<file path="src/rtl/soc_video_pkg.sv">
// Shared video types and helpers for the SoC video output stages.
package soc_video_pkg;

  localparam int COLOR_W    = 8;
  localparam int FACTOR_W   = COLOR_W + 1;
  localparam int HOLD_CNT_W = 16;

  typedef enum logic [1:0] {
    IDLE     = 2'd0,
    FADE_OUT = 2'd1,
    BLACK    = 2'd2,
    FADE_IN  = 2'd3
  } fade_state_t;

  // Scale a colour by factor/256; factor 256 is unity, factor 1 gives 0.
  function automatic logic [COLOR_W-1:0] scale_color(
    input logic [COLOR_W-1:0]  c,
    input logic [FACTOR_W-1:0] f
  );
    logic [2*COLOR_W:0] prod;
    prod = {{FACTOR_W{1'b0}}, c} * {{COLOR_W{1'b0}}, f};
    return prod[2*COLOR_W-1:COLOR_W];
  endfunction

endpackage

</file>
<file path="src/rtl/vga_fade_scale.sv">
// One colour channel: register colour/DE/factor, then scale and blank.
module vga_fade_scale
  import soc_video_pkg::*;
(
  input  logic                pixel_clock,
  input  logic                reset_n,
  input  logic [COLOR_W-1:0]  i_color,
  input  logic                i_de,
  input  logic [FACTOR_W-1:0] i_factor,
  output logic [COLOR_W-1:0]  o_color
);

  logic [COLOR_W-1:0]  r_s1_color;
  logic                r_s1_de;
  logic [FACTOR_W-1:0] r_s1_factor;
  logic [COLOR_W-1:0]  r_s2_color;

  // Stage 1: capture the pixel and the brightness factor for this pixel.
  always_ff @(posedge pixel_clock or negedge reset_n) begin
    if (!reset_n) begin
      r_s1_color  <= {COLOR_W{1'b0}};
      r_s1_de     <= 1'b0;
      r_s1_factor <= {FACTOR_W{1'b0}};
    end else begin
      r_s1_color  <= i_color;
      r_s1_de     <= i_de;
      r_s1_factor <= i_factor;
    end
  end

  // Stage 2: scaled colour, forced to black outside the active area.
  always_ff @(posedge pixel_clock or negedge reset_n) begin
    if (!reset_n) begin
      r_s2_color <= {COLOR_W{1'b0}};
    end else if (r_s1_de) begin
      r_s2_color <= scale_color(r_s1_color, r_s1_factor);
    end else begin
      r_s2_color <= {COLOR_W{1'b0}};
    end
  end

  assign o_color = r_s2_color;

endmodule

</file>
<file path="src/rtl/vga_fader.sv">
// Frame-stepped global brightness fade (out, hold black, back in) on a VGA stream.
module vga_fader
  import soc_video_pkg::*;
#(
  parameter int FADE_STEP   = 4,
  parameter int HOLD_FRAMES = 60
) (
  input  logic               pixel_clock,
  input  logic               reset_n,
  input  logic [COLOR_W-1:0] in_r,
  input  logic [COLOR_W-1:0] in_g,
  input  logic [COLOR_W-1:0] in_b,
  input  logic               in_hs,
  input  logic               in_vs,
  input  logic               in_de,
  input  logic               in_hblank,
  input  logic               in_vblank,
  input  logic               fade_req,
  output logic [COLOR_W-1:0] VGA_R,
  output logic [COLOR_W-1:0] VGA_G,
  output logic [COLOR_W-1:0] VGA_B,
  output logic               VGA_HS,
  output logic               VGA_VS,
  output logic               VGA_DE,
  output logic               VGA_HBLANK,
  output logic               VGA_VBLANK,
  output logic [COLOR_W-1:0] brightness,
  output logic               busy
);

  localparam logic [FACTOR_W-1:0]   STEP_9   = FACTOR_W'(FADE_STEP);
  localparam logic [HOLD_CNT_W-1:0] HOLD_MAX = HOLD_CNT_W'(HOLD_FRAMES);
  localparam logic [COLOR_W-1:0]    FULL     = {COLOR_W{1'b1}};
  localparam logic [COLOR_W-1:0]    ZERO     = {COLOR_W{1'b0}};

  fade_state_t           r_state;
  fade_state_t           w_state_nxt;
  logic [COLOR_W-1:0]    r_bright;
  logic [COLOR_W-1:0]    w_bright_nxt;
  logic [HOLD_CNT_W-1:0] r_hold_cnt;
  logic [HOLD_CNT_W-1:0] w_hold_nxt;
  logic                  r_busy;
  logic                  r_vblank_q;
  logic                  w_tick;
  logic [FACTOR_W-1:0]   w_dec;
  logic [FACTOR_W-1:0]   w_inc;
  logic [COLOR_W-1:0]    w_dec_sat;
  logic [COLOR_W-1:0]    w_inc_sat;
  logic [FACTOR_W-1:0]   w_factor;
  logic [4:0]            r_sync_d1;
  logic [4:0]            r_sync_d2;

  // A borrow/carry into bit 8 marks saturation, so no value ever wraps.
  assign w_dec     = {1'b0, r_bright} - STEP_9;
  assign w_inc     = {1'b0, r_bright} + STEP_9;
  assign w_dec_sat = w_dec[COLOR_W] ? ZERO : w_dec[COLOR_W-1:0];
  assign w_inc_sat = w_inc[COLOR_W] ? FULL : w_inc[COLOR_W-1:0];
  assign w_tick    = in_vblank & ~r_vblank_q;
  assign w_factor  = {1'b0, r_bright} + {{COLOR_W{1'b0}}, 1'b1};

  // Remember last vblank level to find its rising edge (the frame tick).
  always_ff @(posedge pixel_clock or negedge reset_n) begin
    if (!reset_n) begin
      r_vblank_q <= 1'b0;
    end else begin
      r_vblank_q <= in_vblank;
    end
  end

  // Fade sequencer: brightness and hold count move only on frame ticks.
  always_comb begin
    w_state_nxt  = r_state;
    w_bright_nxt = r_bright;
    w_hold_nxt   = r_hold_cnt;
    case (r_state)
      IDLE: begin
        if (fade_req) begin
          w_state_nxt = FADE_OUT;
        end else begin
          w_state_nxt = IDLE;
        end
      end
      FADE_OUT: begin
        if (w_tick) begin
          w_bright_nxt = w_dec_sat;
          if (w_dec_sat == ZERO) begin
            w_state_nxt = BLACK;
            w_hold_nxt  = {HOLD_CNT_W{1'b0}};
          end else begin
            w_state_nxt = FADE_OUT;
          end
        end else begin
          w_state_nxt = FADE_OUT;
        end
      end
      BLACK: begin
        if (w_tick) begin
          if (r_hold_cnt == HOLD_MAX) begin
            w_state_nxt = FADE_IN;
          end else begin
            w_hold_nxt = r_hold_cnt + {{(HOLD_CNT_W-1){1'b0}}, 1'b1};
          end
        end else begin
          w_state_nxt = BLACK;
        end
      end
      FADE_IN: begin
        if (w_tick) begin
          w_bright_nxt = w_inc_sat;
          if (w_inc_sat == FULL) begin
            w_state_nxt = IDLE;
          end else begin
            w_state_nxt = FADE_IN;
          end
        end else begin
          w_state_nxt = FADE_IN;
        end
      end
      default: begin
        w_state_nxt  = IDLE;
        w_bright_nxt = FULL;
      end
    endcase
  end

  // Sequencer state, brightness, hold counter and registered busy flag.
  always_ff @(posedge pixel_clock or negedge reset_n) begin
    if (!reset_n) begin
      r_state    <= IDLE;
      r_bright   <= FULL;
      r_hold_cnt <= {HOLD_CNT_W{1'b0}};
      r_busy     <= 1'b0;
    end else begin
      r_state    <= w_state_nxt;
      r_bright   <= w_bright_nxt;
      r_hold_cnt <= w_hold_nxt;
      r_busy     <= (w_state_nxt != IDLE);
    end
  end

  // Two-stage delay for syncs/blanks/DE, matching the colour pipeline.
  always_ff @(posedge pixel_clock or negedge reset_n) begin
    if (!reset_n) begin
      r_sync_d1 <= 5'd0;
      r_sync_d2 <= 5'd0;
    end else begin
      r_sync_d1 <= {in_hs, in_vs, in_de, in_hblank, in_vblank};
      r_sync_d2 <= r_sync_d1;
    end
  end

  vga_fade_scale u_scale_r (
    .pixel_clock (pixel_clock),
    .reset_n     (reset_n),
    .i_color     (in_r),
    .i_de        (in_de),
    .i_factor    (w_factor),
    .o_color     (VGA_R)
  );

  vga_fade_scale u_scale_g (
    .pixel_clock (pixel_clock),
    .reset_n     (reset_n),
    .i_color     (in_g),
    .i_de        (in_de),
    .i_factor    (w_factor),
    .o_color     (VGA_G)
  );

  vga_fade_scale u_scale_b (
    .pixel_clock (pixel_clock),
    .reset_n     (reset_n),
    .i_color     (in_b),
    .i_de        (in_de),
    .i_factor    (w_factor),
    .o_color     (VGA_B)
  );

  assign {VGA_HS, VGA_VS, VGA_DE, VGA_HBLANK, VGA_VBLANK} = r_sync_d2;
  assign brightness = r_bright;
  assign busy       = r_busy;

endmodule

</file>
<file path="config.mk">
export PLATFORM = sky130hd
export DESIGN_NAME = vga_fader
export DESIGN_NICKNAME = d
export VERILOG_FILES = /design/src/rtl/soc_video_pkg.sv /design/src/rtl/vga_fade_scale.sv /design/src/rtl/vga_fader.sv
export SDC_FILE = /design/constraint.sdc
export NUM_CORES = 1
export LEC_CHECK = 0
export BUFFER_PORTS_ARGS = -buffer_cell sky130_fd_sc_hd__buf_4
export CORE_AREA = 2 2 135 137
export DETAILED_ROUTE_END_ITERATION = 12
export DIE_AREA = 0 0 137 139
export GPL_ROUTABILITY_DRIVEN = 0
export PLACE_DENSITY_LB_ADDON = 0.2
export SLEW_MARGIN = 40
export SYNTH_ARGS = -nofsm -noshare
export SYNTH_HDL_FRONTEND = slang
export SYNTH_SLANG_ARGS = --single-unit
</file>
<file path="constraint.sdc">
create_clock -name pixel_clock -period 4.7 [get_ports pixel_clock]
set_input_delay 0.235 -clock pixel_clock [delete_from_list [all_inputs] [get_ports pixel_clock]]
set_output_delay 0.235 -clock pixel_clock [all_outputs]
set_load 0.1 [all_outputs]
</file>
==> summary.md, run 1 <==
| Metric | Value |
|---|---|
| Status | finished clean |
| Die area | 19040 µm² |
| Fill cell count | 1508 |
| Crit path max fanout | 15 |
| Nets@finish | 1399 |
| Number of cell rows | 49 |
| Port bufs | 69 |
| Fin Setup TNS | 0 ns |
| CP Capture Type | register |
| Final wirelength | 21260 µm |
| Clock skew after layout | 0.01518 ns |
| DIE HEIGHT | 139 µm |
| Total Routing Usage GR | 0.2408 |
| Final setup margin | 0.2123 ns |
| Clk root buf | clkbuf_16 |
| Initial Utilization | 0.5621 |
| Largest net degree at the start of global routing | 59 |
| IO Pins | 70 |
| CP Cell Sequence | buf_4 > and2_1 > fa_1 > fa_1 > inv_1 > fa_1 > inv_1 > fa_1 > ha_1 > nor3_1 > nor2_1 > a311oi_2 > buf_4 > o21bai_1 > a211oi_1 > nor3_1 |
| Flop2flop setup slack | 0.21 ns |
| Critical path's slowest cell | fa_1 |
| Seq cells post-synth | 94 |
| Synthesized area | 9926 µm² |
| CTS tree | built |
| Clock transition at the registers of the reported paths | 0.07 ns |
| Max-slew headroom at the worst pin | 0.4752 |
| Measured slew at the worst slew-check pin | 0.7863 ns |
| Vias in the first global route | 7795 |
| DRC Markers | 0 |
| CP Data Required Time | 4.90 ns |
| Cells after Synth | 1048 |
| Final Max Slew Viols | 0 |
| Total number of vias | 7415 |
| Antenna-violating nets left | 0 |
| H-Tree Depth | 3 |
| Synthesized net count | 1301 |
| # diodes | 0 |
| Hold/Removal Path Class | in2reg |
| Worst setup SP type | register |
| Avg Synthesized Cell Area | 9.471 µm² |
| Main synth FF type | dfrtp_1 |
| HPWL after DPL | 15850 µm |
| Delay of the slowest critical-path stage | 0.53 ns |
| First-pass GRT wire length | 36400 µm |
| Drt pass-1 iters | 5 |
| Final setup fails | 0 |
| Clk sink count | 94 |
| DR iter-0 viols | 280 |
| Seq/Total Area, Yosys | 0.2380 |
| Synth unique cells | 59 |
| CP Class | reg2reg |
| Core ar. | 17660 µm² |
| Worst-Skew Late Latency | 0.36 ns |
| Area added between synthesis and finish | 15.00% |
| DR WL/cell | 15.41 µm |
| RSZ-0062 raised after global routing | false |
| Period Utilization, post-route | 0.9548 |
| Hold Fails Final Rpt | 0 |
| Via/cell ratio | 5.373 |
| GRT overflow | 0 |
| Initial antenna violation count | 0 |
| CTS Buffer Depth | 2 |
| FMAX | 0.2228 GHz |
| Critical Path AT | 4.69 ns |
| Placement Setup Slack | 0.03162 ns |
| Share of cells above drive strength 1 | 0.1156 |
| Most used cell, CP | fa_1 |
| Maximum Capacitance Violations | 0 |
| Asr flop ratio synth | 1.000 |
| Fin crit period | 4.488 ns |
| Number of flops mapped to enable cells by yosys | 0 |
| Yosys warning total | 0 |
| Num CTS Buffers | 9 |
| Die X | 137 µm |
-- cells in the mapped netlist (5+ instances only) --
cell        n  share of area
and2_1    164           0.10
o211ai_1    5         0.0038
nand2b_1    6         0.0038
nor2_1     47          0.018
a31oi_1    11         0.0069
xnor2_1    22          0.019
o21a_1      6         0.0045
inv_1     161          0.061
o21ai_0     8         0.0040
nand2_1    81          0.031
o21ai_1    25          0.013
ha_1      101           0.13
nor4_1      6         0.0038
xor2_1      9         0.0079
nor3_1     14         0.0071
nand3_1    20          0.010
fa_1      120           0.24
and3_1      6         0.0038
dfrtp_1    86           0.22
a21o_1      6         0.0045
nand4_1     9         0.0057
a21oi_1    28          0.014
clkbuf_1   30          0.011
dfstp_2     8          0.021
o31ai_1    10         0.0076
a211oi_1    5         0.0038
-- cell families (layout without fill, tap and decap cells) --
logic type	Yosys count	in the layout	share of synthesized area
xor+xnor	31	31	0.02735
simple gates	383	383	0.2099
compound gates	123	123	0.07853
flops	94	94	0.2380
mux	2	2	0.002017
fa+ha+maj	222	222	0.3705
buf+inv	193	296	0.07374
-- worst max-delay path: cells and delay by family, from the launching register on --
kind / cells / cell delay, ns
simple gates: 4 / 0.56
fa+ha+maj: 5 / 2.13
flops: 1 / 0.49
compound gates: 3 / 0.67
buf+inv: 4 / 0.49
-- registers in the layout (all words and copies together) (netlist names), 2 cells and up --
register	count
u_scale_g.o_color	8
r_sync_d1	5
brightness	8
u_scale_r.o_color	8
u_scale_b.r_s1_factor	9
r_hold_cnt	16
r_sync_d2	5
u_scale_r.r_s1_color	8
r_state	2
u_scale_b.o_color	8
u_scale_b.r_s1_color	8
u_scale_g.r_s1_color	8
-- cells in the final DEF, fill, tap and decap left out, types with 22 or more instances in the layout --
cell,count
a21oi_1,24
dlygate4sd3_1,30
buf_4,87
nand2_1,81
dfrtp_1,75
and2_1,164
nor2_1,47
xnor2_1,22
inv_1,161
o21ai_1,24
ha_1,101
fa_1,120
-- stage by stage --
step	instances	utilization	area [µm²]	hold WS (ns)
5_1_grt	1380	0.6465	11410	0.2379
2_1_floorplan	1048	-	9926	-0.06059
6_report	1380	0.6465	11410	0.2058
3_3_place_gp	1329	0.6069	10720	0.3329
3_5_place_dp	1329	0.6069	10720	0.3363
4_1_cts	1375	0.6414	11320	0.1997
-- repair_timing --
| item | in CTS | in global routing |
|---|---|---|
| setup buffers | 0 | 5 |
| endpoints found under the setup margin | 1 | 11 |
| pin swaps | 0 | 2 |
| endpoints found under the hold margin | 81 | 0 |
| hold buffers | 30 | 0 |
| gates resized for setup | 2 | 16 |
-- path summary, 6_finish.rpt --
check,startpoint,to,depth (start not counted)
max reg2reg,u_scale_b.r_s1_factor[3]$_DFF_PN0_,u_scale_b.o_color[5]$_DFF_PN0_,16
min reg2reg,r_sync_d1[4]$_DFF_PN0_,r_sync_d2[4]$_DFF_PN0_,0
max,u_scale_b.r_s1_factor[3]$_DFF_PN0_,u_scale_b.o_color[5]$_DFF_PN0_,16
max in group asynchronous,reset_n,u_scale_b.r_s1_factor[4]$_DFF_PN0_,3
min in group asynchronous,reset_n,u_scale_r.o_color[5]$_DFF_PN0_,2
min,fade_req,r_state[0]$_DFF_PN0_,3
-- metal layers --
layer,up-vias,GRT usage,part of all wire
met5,-,0,0
met1,3697,0.3019,0.42
met3,37,0.04020,0.033
met2,127,0.4226,0.52
met4,0,0.07325,0.023
li1,3554,-,-
-- area by class of cell --
| cell class | count | area (µm²) | share of cell area |
|---|---|---|---|
| clock buffers | 11 | 242.7 | 0.02126 |
| multi-input cells | 761 | 6857 | 0.6007 |
| flip-flops and latches | 94 | 2376 | 0.2082 |
| well taps | 229 | 286.5 | 0.02510 |
| clock inverters | 5 | 63.81 | 0.005590 |
| inverters | 161 | 604.3 | 0.05294 |
| repair buffers | 119 | 984.7 | 0.08627 |
Power of run 1 is left out: the tool's default activity adds up to more than one toggle a clock period on the data nets, which glitch-free logic cannot reach.
==> run 2: changes to the inputs <==
--- a/config.mk
+++ b/config.mk
@@ -6,12 +6,12 @@
 export NUM_CORES = 1
 export LEC_CHECK = 0
 export BUFFER_PORTS_ARGS = -buffer_cell sky130_fd_sc_hd__buf_4
-export CORE_AREA = 2 2 135 137
+export CORE_AREA = 2 2 141 143
 export DETAILED_ROUTE_END_ITERATION = 12
-export DIE_AREA = 0 0 137 139
+export DIE_AREA = 0 0 143 145
 export GPL_ROUTABILITY_DRIVEN = 0
 export PLACE_DENSITY_LB_ADDON = 0.2
-export SLEW_MARGIN = 40
 export SYNTH_ARGS = -nofsm -noshare
 export SYNTH_HDL_FRONTEND = slang
+export SYNTH_HIERARCHICAL = 1
 export SYNTH_SLANG_ARGS = --single-unit
==> run 2 against run 1 <==
  * Setup slack gained 0.16 ns
  * Worst hold slack got worse by 0.12 ns
  * Die area increased by 8.9%
  * Routed wire length grew 4.8%
  * Synthesized area increased by 8.9%
  * Flip-flop and latch count up 21
  * Critical path depth decreased by 3
  * Utilization is 0.35 points higher
  * Synthesized cell count is 4.8% higher
  * Register-to-register slack better by 0.16 ns
  * Final cell count up 7.4%
  * Global-route usage decreased by 0.71 points
==> summary.md, run 2 <==
| Metric | Value |
|---|---|
| Seq cells post-synth | 115 |
| Critical Path AT | 4.63 ns |
| Yosys warning total | 6 |
| # diodes | 0 |
| Initial Utilization | 0.5627 |
| Post-synth top area share | 0.2477 |
| Final wirelength | 22290 µm |
| Seq/Total Area, Yosys | 0.2672 |
| Drt pass-1 iters | 4 |
| Post-Synth XOR/XNOR Area | 0.02512 |
| Commonest non-fill, non-tap cell in the layout | inv_1 |
| Most frequent cells after synthesis | inv_1, and2_1, fa_1, dfrtp_1, ha_1 |
| Post-synthesis mux area share | 0.008567 |
| CP Data Required Time | 5.01 ns |
| Flop2flop setup slack | 0.37 ns |
| Status | finished clean |
| CTS Buffer Depth | 2 |
| Area occupied by multi-input gates | 7224 µm² |
| # placed instances | 1420 |
| Most frequent cells in the layout | inv_1, and2_1, fa_1, dfrtp_1, ha_1 |
| Nets@finish | 1457 |
| DR iter-0 viols | 657 |
| DR WL/cell | 15.04 µm |
| Fin crit period | 4.325 ns |
| Asr flop ratio synth | 1.000 |
| Worst setup SP type | register |
| Measured slew at the worst slew-check pin | 0.7760 ns |
| Adder-cell share of the synthesized area | 0.3392 |
| Final Max Slew Viols | 0 |
| Post_cts resized | 0 |
| Combinational family with the most area after synthesis | adder cells |
| Clk sink count | 115 |
| Number of flops mapped to enable cells by yosys | 0 |
| Antenna-violating nets left | 0 |
| Maximum Capacitance Violations | 0 |
| CP Class | reg2reg |
| DIE HEIGHT | 145 µm |
| Num CTS Buffers | 17 |
| DRC Markers | 0 |
| Max-slew headroom at the worst pin | 0.4827 |
| Fill cell count | 1564 |
| Die area | 20740 µm² |
| Leading area contributor after synthesis | dfrtp_1 |
| Synthesized area | 10810 µm² |
| Clock skew after layout | 0.01232 ns |
| Cell Count, Final, Fillers Out | 1482 |
| Core ar. | 19210 µm² |
| Clock transition at the registers of the reported paths | 0.07 ns |
| Final setup fails | 0 |
| Crit path max fanout | 8 |
| Total Routing Usage GR | 0.2337 |
| Area contributors post-synth | dfrtp_1, fa_1, ha_1, and2_1, inv_1 |
| Area added between synthesis and finish | 15.51% |
| IO Pins | 70 |
| Vias in the first global route | 8045 |
| FMAX | 0.2312 GHz |
| Hold/Removal Path Class | in2reg |
| Via/cell ratio | 5.248 |
| Fin Setup TNS | 0 ns |
| Synth unique cells | 75 |
| Largest net degree at the start of global routing | 62 |
| GRT overflow | 0 |
| Die X | 143 µm |
| Cells after Synth | 1098 |
| HPWL after DPL | 16730 µm |
| Synth Area in Compound Gates | 0.08914 |
| Port bufs | 69 |
| Avg Synthesized Cell Area | 9.843 µm² |
| CTS tree | built |
| Total number of vias | 7777 |
| Hold Fails Final Rpt | 0 |
| Post-Synth Simple-Gate Area | 0.2064 |
| Number of cell rows | 51 |
| CP Capture Type | register |
| Setup bufs post-CTS | 0 |
| Period Utilization, post-route | 0.9202 |
| FF/Latch Area | 2888 µm² |
| Initial antenna violation count | 0 |
| Clk root buf | clkbuf_16 |
| Largest register FFs | 16 |
| H-Tree Depth | 4 |
| Main synth FF type | dfrtp_1 |
| Worst-Skew Late Latency | 0.43 ns |
| RSZ-0062 raised after global routing | false |
| Synthesized net count | 1351 |
| Top-count cell post-synth | inv_1 |
| Reg with most FFs | r_hold_cnt |
| First-pass GRT wire length | 39030 µm |
| Share of cells above drive strength 1 | 0.1315 |
## run 2: cell types whose count changed after synthesis, moves of 4 or more
cell and change:
clkbuf_1 -22, nor3_1 -4, and2_2 +21, o21ai_1 -9
nor2_1 -5, and2_1 -16, dfrtp_1 +21, nand2_1 +9
o31ai_1 -5, inv_1 +4, a21oi_1 +10, mux2i_1 +5
o21ai_0 +20
## run 2: final cells by class
class                           count  share of cell area
Clock inverter                     15             0.01303
Inverter                          165             0.04961
Timing Repair Buffer              101             0.06675
Tap cell                          265             0.02656
Clock buffer                       17             0.03407
Multi-Input combinational cell    804              0.5787
Sequential cell                   115              0.2313
## run 2: final timing paths
check / start / to / cells past startpoint
max in group asynchronous: reset_n / u_scale_g/o_color[0]$_DFF_PN0_ / 3
worst max-delay path: u_scale_g/r_s1_factor[6]$_DFF_PN0_ / u_scale_g/o_color[7]$_DFF_PN0_ / 13
min in group asynchronous: reset_n / r_hold_cnt[10]$_DFFE_PN0P_ / 2
worst max register to register: u_scale_g/r_s1_factor[6]$_DFF_PN0_ / u_scale_g/o_color[7]$_DFF_PN0_ / 13
worst min register to register: r_sync_d1[3]$_DFF_PN0_ / r_sync_d2[3]$_DFF_PN0_ / 0
worst min-delay path: fade_req / busy$_DFF_PN0_ / 3
## run 2: repair_timing
action                     CTS  global route
hold endpoints to repair    86             0
hold buffers                30             0
setup endpoints to repair    0             0
## run 2: metal layers
| metal | GRT usage | wire length [µm] | share of wire |
|---|---|---|---|
| met4 | 0.06980 | 291 | 0.013 |
| met1 | 0.3418 | 10740 | 0.48 |
| met2 | 0.3634 | 10490 | 0.47 |
| met3 | 0.03300 | 774 | 0.035 |
| met5 | 0 | 0 | 0 |
## run 2: worst max-delay path, cell delays in order (launching register included)
cell and delay [ns]:
dfrtp_1 0.49, and2_1 0.23, fa_1 0.56, fa_1 0.45
fa_1 0.55, inv_1 0.05, fa_1 0.53, inv_1 0.04
ha_1 0.37, a21oi_1 0.14, o21ai_0 0.10, a31oi_2 0.26
o21ai_1 0.13, mux2_1 0.31
## run 2: cells by family (layout without fill, tap and decap cells)
group                    after synthesis  count (layout)
AND/OR/NAND/NOR                      392             392
multiplexers                           9               9
XOR/XNOR                              31              31
flip-flops                           115             115
adder cells (fa/ha/maj)              221             221
AO/OA/AOI/OAI                        151             151
buffers and inverters                179             298
## run 2: metrics by stage
stage          hold slack, ns  setup slack (ns)  utilization  area [µm²]
3_3_place_gp           0.3318            0.4368       0.6037       11600
2_1_floorplan        -0.06059            0.6394            -       10810
6_report              0.08800            0.3749       0.6500       12480
5_1_grt                0.1190            0.1875       0.6500       12480
3_5_place_dp           0.3347            0.4079       0.6037       11600
4_1_cts               0.08505            0.3873       0.6500       12480
Power of run 2 is left out for the same reason.
